**config.mk**
```make
export PLATFORM = sky130hd
export DESIGN_NAME = icache_refill
export DESIGN_NICKNAME = d
export VERILOG_FILES = /design/src/rtl/icache_refill_pkg.sv /design/src/rtl/icache_beat_cnt.sv /design/src/rtl/icache_refill.sv
export SDC_FILE = /design/constraint.sdc
export NUM_CORES = 1
export LEC_CHECK = 0
export ABC_AREA = 1
export CAP_MARGIN = 20
export CORE_AREA = 2 2 137 139
export DETAILED_ROUTE_END_ITERATION = 16
export DIE_AREA = 0 0 139 141
export DONT_BUFFER_PORTS = 1
export PLACE_DENSITY = 0.36
export SLEW_MARGIN = 10
export SYNTH_ARGS = -nofsm -noshare
export SYNTH_HDL_FRONTEND = slang
export SYNTH_HIERARCHICAL = 1
export SYNTH_SLANG_ARGS = --single-unit
```
**constraint.sdc**
```tcl
create_clock -name clk -period 1.9 [get_ports clk]
set_input_delay 0.285 -clock clk [delete_from_list [all_inputs] [get_ports clk]]
set_output_delay 0.285 -clock clk [all_outputs]
set_load 0.02 [all_outputs]
```
**src/rtl/icache_refill_pkg.sv**
```systemverilog
// Shared definitions for the instruction-cache refill path.
// Holds the refill FSM state encoding, the default line geometry
// (LINE_BEATS, INDEX_W, address/data widths) and the helpers that derive
// the byte-offset and line-offset widths. The tag stage and the refill
// engine both take their offset arithmetic from here, so they always agree
// on which address bits select the set and the word.
package icache_refill_pkg;

  localparam int unsigned ADDR_W_DEF     = 32'd64;
  localparam int unsigned DATA_W_DEF     = 32'd64;
  localparam int unsigned INDEX_W_DEF    = 32'd6;
  localparam int unsigned LINE_BEATS_DEF = 32'd4;

  typedef enum logic [2:0] {
    ST_IDLE    = 3'd0,
    ST_REQ     = 3'd1,
    ST_RECV    = 3'd2,
    ST_REFRESH = 3'd3,
    ST_DONE    = 3'd4
  } refill_state_e;

  // Address bits that select a byte inside one beat.
  function automatic int unsigned byte_off_w(input int unsigned data_w);
    return $clog2(data_w / 32'd8);
  endfunction

  // Address bits that select a byte inside one line.
  function automatic int unsigned line_off_w(input int unsigned beats,
                                             input int unsigned data_w);
    return $clog2(beats * (data_w / 32'd8));
  endfunction

endpackage

```
**src/rtl/icache_beat_cnt.sv**
```systemverilog
// Beat counter for one refill burst.
// Counts accepted read beats from 0, wraps modulo LINE_BEATS and flags the
// beat that ends the burst (early mem_rlast or the final beat of the line).
// Ports:
//   clk, rst  - clock and asynchronous active-low reset
//   clear     - hold the counter at zero (refill engine idle)
//   adv       - a beat is accepted this cycle
//   rlast     - memory marks this beat as the last one
//   cnt       - index of the beat currently on the bus
//   last      - this accepted beat ends the burst
module icache_beat_cnt
  import icache_refill_pkg::*;
#(
  parameter int unsigned LINE_BEATS = LINE_BEATS_DEF
) (
  input  logic                          clk,
  input  logic                          rst,
  input  logic                          clear,
  input  logic                          adv,
  input  logic                          rlast,
  output logic [$clog2(LINE_BEATS)-1:0] cnt,
  output logic                          last
);

  localparam int unsigned CNT_W = $clog2(LINE_BEATS);
  localparam logic [CNT_W-1:0] MAX_CNT = CNT_W'(LINE_BEATS - 32'd1);

  logic [CNT_W-1:0] cnt_r;

  assign last = adv && (rlast || (cnt_r == MAX_CNT));
  assign cnt  = cnt_r;

  // Beat index: restarts after the burst-ending beat so the next line starts at 0.
  always_ff @(posedge clk or negedge rst) begin
    if (!rst) begin
      cnt_r <= {CNT_W{1'b0}};
    end else if (clear) begin
      cnt_r <= {CNT_W{1'b0}};
    end else if (adv) begin
      if (last) begin
        cnt_r <= {CNT_W{1'b0}};
      end else begin
        cnt_r <= cnt_r + {{(CNT_W-1){1'b0}}, 1'b1};
      end
    end
  end

endmodule

```
**src/rtl/icache_refill.sv**
```systemverilog
// Instruction-cache line refill engine.
// On a tag-stage miss it captures the address and victim way, issues one
// line-aligned burst read, writes each returned beat into the data array,
// then pulses refresh so the tag stage installs the line, and holds one
// DONE cycle so the re-look-up hits. Flush cancels the refill (draining any
// beats already granted); a bus error drops the line and pulses err.
// Ports:
//   clk, rst                 - clock, asynchronous active-low reset
//   miss/miss_addr/victim_way- miss request from the tag stage
//   flush                    - cancel the pending refill
//   refresh, busy            - tag-update pulse, refill in progress
//   mem_req/gnt/addr/len     - burst read request channel
//   mem_rvalid/rdata/rlast/rerr/rready - read beat channel
//   data_we/way/index/beat/wdata       - data-array write port
//   fwd_valid/fwd_data       - critical word forward to the fetch stage
//   err                      - one-cycle bus-error pulse at end of burst
// Build option: define ICACHE_CRITICAL_WORD_FIRST_EN to forward the missing
// word as it arrives; otherwise fwd_valid/fwd_data are tied low.
module icache_refill
  import icache_refill_pkg::*;
#(
  parameter int unsigned ADDR_W     = ADDR_W_DEF,
  parameter int unsigned DATA_W     = DATA_W_DEF,
  parameter int unsigned INDEX_W    = INDEX_W_DEF,
  parameter int unsigned LINE_BEATS = LINE_BEATS_DEF
) (
  input  logic                          clk,
  input  logic                          rst,
  input  logic                          miss,
  input  logic [ADDR_W-1:0]             miss_addr,
  input  logic                          victim_way,
  input  logic                          flush,
  output logic                          refresh,
  output logic                          busy,
  output logic                          mem_req,
  input  logic                          mem_gnt,
  output logic [ADDR_W-1:0]             mem_addr,
  output logic [7:0]                    mem_len,
  input  logic                          mem_rvalid,
  input  logic [DATA_W-1:0]             mem_rdata,
  input  logic                          mem_rlast,
  input  logic                          mem_rerr,
  output logic                          mem_rready,
  output logic                          data_we,
  output logic                          data_way,
  output logic [INDEX_W-1:0]            data_index,
  output logic [$clog2(LINE_BEATS)-1:0] data_beat,
  output logic [DATA_W-1:0]             data_wdata,
  output logic                          fwd_valid,
  output logic [DATA_W-1:0]             fwd_data,
  output logic                          err
);

  localparam int unsigned BEAT_W    = $clog2(LINE_BEATS);
  localparam int unsigned BYTE_W    = byte_off_w(DATA_W);
  localparam int unsigned OFF_W     = line_off_w(LINE_BEATS, DATA_W);
  localparam logic [7:0]  BURST_LEN = 8'(LINE_BEATS - 32'd1);

  refill_state_e      state_r;
  logic               way_r;
  logic [INDEX_W-1:0] index_r;
  logic               flushed_r;
  logic               bad_r;
  logic               busy_r;
  logic               mem_req_r;
  logic [ADDR_W-1:0]  mem_addr_r;
  logic [7:0]         mem_len_r;
  logic               mem_rready_r;
  logic               refresh_r;
  logic               err_r;

  logic               beat_acc_s;
  logic               kill_s;
  logic               beat_ok_s;
  logic               cnt_clear_s;
  logic [BEAT_W-1:0]  cnt_s;
  logic               last_s;
  logic               unused_s;

  // Line-offset bits only matter for word forwarding; keep them visibly consumed.
  assign unused_s = ^miss_addr[OFF_W-1:0];

  assign beat_acc_s  = (state_r == ST_RECV) && mem_rvalid;
  // A flush on the beat's own cycle already cancels that beat.
  assign kill_s      = flush || flushed_r;
  assign beat_ok_s   = beat_acc_s && !kill_s && !mem_rerr;
  assign cnt_clear_s = (state_r == ST_IDLE);

  icache_beat_cnt #(
    .LINE_BEATS (LINE_BEATS)
  ) u_beat_cnt (
    .clk   (clk),
    .rst   (rst),
    .clear (cnt_clear_s),
    .adv   (beat_acc_s),
    .rlast (mem_rlast),
    .cnt   (cnt_s),
    .last  (last_s)
  );

  // Data-array writes follow the beat in the same cycle.
  assign data_we    = beat_ok_s;
  assign data_wdata = beat_ok_s ? mem_rdata : {DATA_W{1'b0}};
  assign data_beat  = cnt_s;
  assign data_way   = way_r;
  assign data_index = index_r;

  assign refresh    = refresh_r;
  assign busy       = busy_r;
  assign mem_req    = mem_req_r;
  assign mem_addr   = mem_addr_r;
  assign mem_len    = mem_len_r;
  assign mem_rready = mem_rready_r;
  assign err        = err_r;

`ifdef ICACHE_CRITICAL_WORD_FIRST_EN
  logic [BEAT_W-1:0] crit_r;

  assign fwd_valid = beat_ok_s && (cnt_s == crit_r);
  assign fwd_data  = fwd_valid ? mem_rdata : {DATA_W{1'b0}};
`else
  assign fwd_valid = 1'b0;
  assign fwd_data  = {DATA_W{1'b0}};
`endif

  // Refill sequencing: capture miss, request burst, receive beats, refresh tag.
  always_ff @(posedge clk or negedge rst) begin
    if (!rst) begin
      state_r      <= ST_IDLE;
      way_r        <= 1'b0;
      index_r      <= {INDEX_W{1'b0}};
      flushed_r    <= 1'b0;
      bad_r        <= 1'b0;
      busy_r       <= 1'b0;
      mem_req_r    <= 1'b0;
      mem_addr_r   <= {ADDR_W{1'b0}};
      mem_len_r    <= 8'd0;
      mem_rready_r <= 1'b0;
      refresh_r    <= 1'b0;
      err_r        <= 1'b0;
`ifdef ICACHE_CRITICAL_WORD_FIRST_EN
      crit_r       <= {BEAT_W{1'b0}};
`endif
    end else begin
      refresh_r <= 1'b0;
      err_r     <= 1'b0;
      case (state_r)
        ST_IDLE: begin
          if (miss) begin
            state_r    <= ST_REQ;
            way_r      <= victim_way;
            index_r    <= miss_addr[OFF_W +: INDEX_W];
            mem_addr_r <= {miss_addr[ADDR_W-1:OFF_W], {OFF_W{1'b0}}};
            mem_len_r  <= BURST_LEN;
            mem_req_r  <= 1'b1;
            busy_r     <= 1'b1;
            flushed_r  <= 1'b0;
            bad_r      <= 1'b0;
`ifdef ICACHE_CRITICAL_WORD_FIRST_EN
            crit_r     <= miss_addr[BYTE_W +: BEAT_W];
`endif
          end
        end
        ST_REQ: begin
          // Once granted the burst must be drained, so a simultaneous flush
          // only marks the line as cancelled.
          if (mem_gnt) begin
            state_r      <= ST_RECV;
            mem_req_r    <= 1'b0;
            mem_addr_r   <= {ADDR_W{1'b0}};
            mem_len_r    <= 8'd0;
            mem_rready_r <= 1'b1;
            flushed_r    <= flush;
          end else if (flush) begin
            state_r    <= ST_IDLE;
            mem_req_r  <= 1'b0;
            mem_addr_r <= {ADDR_W{1'b0}};
            mem_len_r  <= 8'd0;
            busy_r     <= 1'b0;
          end
        end
        ST_RECV: begin
          if (flush) begin
            flushed_r <= 1'b1;
          end
          if (beat_acc_s && mem_rerr) begin
            bad_r <= 1'b1;
          end
          if (last_s) begin
            mem_rready_r <= 1'b0;
            err_r        <= bad_r || mem_rerr;
            if (kill_s || bad_r || mem_rerr) begin
              state_r <= ST_IDLE;
              busy_r  <= 1'b0;
            end else begin
              state_r   <= ST_REFRESH;
              refresh_r <= 1'b1;
            end
          end
        end
        ST_REFRESH: begin
          state_r <= ST_DONE;
        end
        ST_DONE: begin
          state_r <= ST_IDLE;
          busy_r  <= 1'b0;
        end
        default: begin
          state_r      <= ST_IDLE;
          busy_r       <= 1'b0;
          mem_req_r    <= 1'b0;
          mem_addr_r   <= {ADDR_W{1'b0}};
          mem_len_r    <= 8'd0;
          mem_rready_r <= 1'b0;
        end
      endcase
    end
  end

endmodule

```
Yosys cells after proc, flatten, opt, wreduce, memory -nomap -nowiden. Cells that the tools add are included.

Flip-flop bits (word level): 91. Input port bits: 137. Output and inout bits: 216. Word-level logic and storage cells: 96.

$add $sub $neg: 1. Equal/unequal tests: 14. Muxes and demuxes: 40. Bitwise gates (word level): 3. Reductions and logical operators: 25.

Operators by type and width (count): $mux W64 (4); $pmux W64 S3 (1); $mux W8 (3); $pmux W8 S3 (1); $mux W1 (17); $mux W3 (4); $ne A2 B2 Y1 const B (6); $pmux W3 S4 (1); $reduce_and A3 Y1 (4); $pmux W1 S3 (3); $mux W2 (4); $eq A3 B2 Y1 const B (2); $reduce_and A6 Y1 (1); $reduce_or A3 Y1 (2); $logic_and A1 B1 Y1 (5); $logic_or A1 B1 Y1 (5); $ne A2 B1 Y1 const B (2); $pmux W1 S4 (1); $reduce_and A4 Y1 (1); $reduce_bool A2 Y1 (2); $eq A3 B1 Y1 const B (1); $eq A3 B3 Y1 const B (1); $logic_not A3 Y1 (1); $ne A3 B3 Y1 const B (1); other kinds (7) (10).

Longest topological paths before layout. Gate-level depths: netlist of the first run.

Depth after elaboration: 6. Mapped depth: 12. Mapped depth without buffers: 12.

Modules after synthesis. The synthesis of the first run kept the hierarchy.

Modules (own cells, without submodules): icache_refill (times used 1, cells each 559, area an instance 4316.6 um^2, seq. area each 1901.8 um^2); icache_beat_cnt (times used 1, cells each 15, area an instance 115.1 um^2, seq. area each 50.0 um^2).

Worst setup path after synthesis of the first run. OpenSTA, ideal clock, no wires.

Path kind: register to output. Start point: register state_r[2]. End point: output data_wdata[14]. Data arrival time: 1.346 ns. Required time: 1.615 ns. Path slack: 0.269 ns. Cell stages (with the launch flop): 8. Buffers on the path: 2. Cell sequence: dfrtp_1 inv_2 nand3_4 nor2_4 nand3_1 buf_4 buf_6 nor2_2.

Word-level cells in the longest chain between the ends: 5.

RTL lines: start: declaration (line icache_refill.sv:59) `refill_state_e state_r;`; start signal: assignment (line icache_refill.sv:129) `state_r <= ST_IDLE;`; start signal: assignment (line icache_refill.sv:150) `state_r <= ST_REQ;`; start signal: assignment (line icache_refill.sv:168) `state_r <= ST_RECV;`; $eq A3 B2 Y1 (line icache_refill.sv:83) `assign beat_acc_s = (state_r == ST_RECV) && mem_rvalid;`; $logic_and A1 B1 Y1 (line icache_refill.sv:83); via beat_acc_s (line icache_refill.sv:72) `logic beat_acc_s;`; $logic_and A1 B1 Y1 (2 in series) (line icache_refill.sv:86) `assign beat_ok_s = beat_acc_s && !kill_s && !mem_rerr;`; $mux W64 (line icache_refill.sv:103) `assign data_wdata = beat_ok_s ? mem_rdata : {DATA_W{1'b0}};`; end: declaration (line icache_refill.sv:48) `output logic [DATA_W-1:0] data_wdata,`.

The timed path passes the listed nets, and every way through them passes these cells.

Worst setup path after layout of the first run.
Start point: register state_r[0]. End point: output data_wdata[1].

Same word-level chain as after synthesis.

==> results_dict.tcl, run 1 <==
set metrics [dict create \
    io_pins 353 \
    path_clk_slew_ns 0.06 \
    ys_types 21 \
    synth_seq_area_share 0.440 \
    area_growth_pct 23.0 \
    multiInputGateArea_mm2 0.00205 \
    swShare 0.463 \
    antenna_found_initial 5 \
    fmax_mhz 503 \
    overflow 0 \
    avgSynthCellArea_um2 7.72 \
    cp.arrival_ns 1.70 \
    num_vias 3374 \
    worst_slew_pin_slew_ns 0.612 \
    detailed_place_hpwl_mm 10.7 \
    min_path_type "in -> async" \
    worst_slack_ns -0.0893 \
    wl_per_cell_um 16.9 \
    slew_viol_final 0 \
    dr.pass1.iters 6 \
    cts_buffers 9 \
    fp.dieW_um 139 \
    crit_end "data_wdata[1]" \
    fp-row-count 50 \
    grt_pass1_wl_mm 20.4 \
    worstSetupPathType "reg -> out" \
    fillCellCount 1984 \
    finalHoldViolCount 78 \
    p_int_mw 4.18 \
    syn_area_mm2 0.00443 \
    skew_ns 0.00875 \
    grt_pass1_vias 3353 \
    fin_util 0.298 \
    seq_area_mm2 0.00195 \
    p_leak_nw 2.95 \
    cp_top_family "buffers and inverters" \
    seq_power_share 0.503 \
    rrSetupSlack_ns 0.18 \
    final_common_cell "nand2_1" \
    slowest_stage "dfrtp_1" \
    clockRootBuffer "clkbuf_16" \
    core-area_mm2 0.0183 \
    cp-end-kind "primary output" \
    p_clk_frac 0.225 \
    track_usage 0.138 \
    power.total_mw 7.79 \
    vias_per_cell 4.00 \
    cp_num_cells 8 \
    rsz0062_at_grt "true" \
    final_cell_mix "nand2_1, dfrtp_1, conb_1" \
    slew_headroom 0.592 \
    slowest_delay_ns 0.39 \
    worstSkewPairLatency_ns 0.33 \
    fin_crit_sh 1.05 \
    cp_max_fo 8 \
    die_y_um 141 \
    ys_seq_elements 78 \
    setup_violations 65 \
    yosys_warnings 6 \
    initial_utilization 0.243 \
    status "finished, violations left" \
    dieArea_mm2 0.0196 \
    crit_buf_inv 4 \
    setup_tns_ns -3.29 \
    violations "negative hold slack, negative setup slack" \
    portBuffers 0 \
    place_inst 807 \
    drc 0 \
    finalNetCount 740 \
    drtIter0Drc 115 \
    fin_cells 843 \
    critPathLaunchType "flop" \
    preCtsSetupSlack_ns 0.123 \
    cp.required_ns 1.62 \
    reg2reg_from "state_r[0]$_DFFE_PN0P_" \
    timing.hold.ws_ns -0.353 \
    place_congestion 0.867 \
    detail-route-antenna-nets 0 \
    switching_power_mw 3.61 \
    power_density_mw_per_mm2 1430 \
    cts_tree "built" \
    grt_max_degree 79 \
    drv_cap 0 \
    ir_drop_uv 645 \
    drive_above_1_share 0.223 \
    reg2reg_to "mem_addr[6]$_DFFE_PN0P_" \
    htreeDepth 3 \
    rr_worst_depth 10 \
    synthCells 574 \
    crit_chain "inv_2 -> nand3_4 -> nor2_4 -> nand3_4 -> buf_12 -> buf_16 -> nor2_4 -> buf_6" \
    cts_buffer_depth 2 \
    worstSetupStartpoint "state_r[0]$_DFFE_PN0P_" \
    wl_mm 14.3 \
    combPwrFrac 0.272 \
    min_period_ns 1.99 \
    cts.sinks 78 \
]
## repair_timing
action | in CTS | in global routing
buffers inserted | 8 | 4
hold endpoints to repair | 78 | 78
gates resized for setup | 82 | 16
pin swaps | 4 | 8
gates cloned | 5 | 2
endpoints found under the setup margin | 65 | 65
## sequential cells by signal (all words and copies together), names as in the netlist
signal,cells
u_beat_cnt/cnt,2
data_index,6
bad_r,1
refresh,1
mem_rready,1
busy,1
mem_len,1
flushed_r,1
data_way,1
mem_addr,59
err,1
state_r,3
## through the flow
stage | hold slack (ns) | cell area (µm²)
3_5_place_dp | -0.00843 | 4460
6_report | -0.353 | 5450
4_1_cts | -0.374 | 5310
3_3_place_gp | -0.00825 | 4460
2_1_floorplan | -0.0106 | 4710
5_1_grt | -0.376 | 5450
## area by class of cell
cell class                      instances  share of cell area
Multi-Input combinational cell        394               0.377
Timing Repair Buffer                   39              0.0991
Tap cell                              234              0.0537
Sequential cell                        78               0.358
Antenna cell                            3             0.00138
Inverter                               80              0.0560
Clock buffer                           12              0.0470
Clock inverter                          3             0.00803
## cell usage after synthesis (all sizes together)
master,count,share of area
buf,97,0.17
nand2,213,0.18
a21oi,4,0.0045
dfrtp,78,0.44
conb,1,0.00085
ha,1,0.0028
nand3,11,0.019
nor3,2,0.0023
clkinv,1,0.0011
nor2,82,0.10
inv,79,0.067
o21ai,5,0.0056
## logic make-up after synthesis
group                    synth area share
flip-flops                          0.440
AND/OR/NAND/NOR                     0.307
adder cells (fa/ha/maj)           0.00282
AO/OA/AOI/OAI                      0.0102
other                            0.000846
buffers and inverters               0.239
## worst min path at each step
stage               from                       end  slack [ns]
finish               rst  mem_addr[29]$_DFFE_PN0P_       -0.35
global route         rst  mem_addr[26]$_DFFE_PN0P_       -0.38
CTS                  rst  mem_addr[23]$_DFFE_PN0P_       -0.37
detailed placement   rst  mem_addr[26]$_DFFE_PN0P_      -0.008
global placement     rst  mem_addr[26]$_DFFE_PN0P_      -0.008
floorplan            rst         bad_r$_DFFE_PN0P_       -0.01
## power groups by stage
stage	clock [mW]	combinational [mW]	sequential, mW
after floorplan	0	1.81	3.69
after global placement	0	1.90	3.97
after detailed placement	0	1.98	3.95
after CTS	1.82	2.12	3.94
after global routing	1.89	2.44	4.01
final	1.75	2.12	3.92
## per-layer routing
layer / GRT usage / wire [µm] / vias to the layer above
met3: 0.0730 / 1500 / 15
met4: 0.0431 / 180 / 4
met2: 0.232 / 7190 / 207
met1: 0.151 / 5380 / 1580
met5: 0 / 27 / -
li1: - / - / 1568
## worst register-to-register path, stage by stage, from the launching register on
cell      delay (ns)
dfrtp_1         0.39
buf_4           0.14
buf_4           0.13
nor2_2          0.15
inv_2           0.07
nor2_4          0.15
nand2_4         0.06
clkinv_2        0.06
buf_12          0.23
nand2_1         0.19
nand2_1         0.09
No activity file was read; power rests on OpenSTA's default activity.
==> run 2, diff against run 1 <==
--- a/config.mk
+++ b/config.mk
@@ -11,6 +11,7 @@
 export DETAILED_ROUTE_END_ITERATION = 16
 export DIE_AREA = 0 0 139 141
 export DONT_BUFFER_PORTS = 1
+export GPL_ROUTABILITY_DRIVEN = 1
 export PLACE_DENSITY = 0.36
 export SLEW_MARGIN = 10
 export SYNTH_ARGS = -nofsm -noshare
==> results of run 2 <==
Same layout as run 1: the final DEF is identical, and so are final timing and power.
==> run 3, diff against run 2 <==
--- a/config.mk
+++ b/config.mk
@@ -6,7 +6,6 @@
 export NUM_CORES = 1
 export LEC_CHECK = 0
 export ABC_AREA = 1
-export CAP_MARGIN = 20
 export CORE_AREA = 2 2 137 139
 export DETAILED_ROUTE_END_ITERATION = 16
 export DIE_AREA = 0 0 139 141
@@ -18,3 +17,4 @@
 export SYNTH_HDL_FRONTEND = slang
 export SYNTH_HIERARCHICAL = 1
 export SYNTH_SLANG_ARGS = --single-unit
+export TNS_END_PERCENT = 100
==> results of run 3 <==
Same layout as run 1: the final DEF is identical, and so are final timing and power.
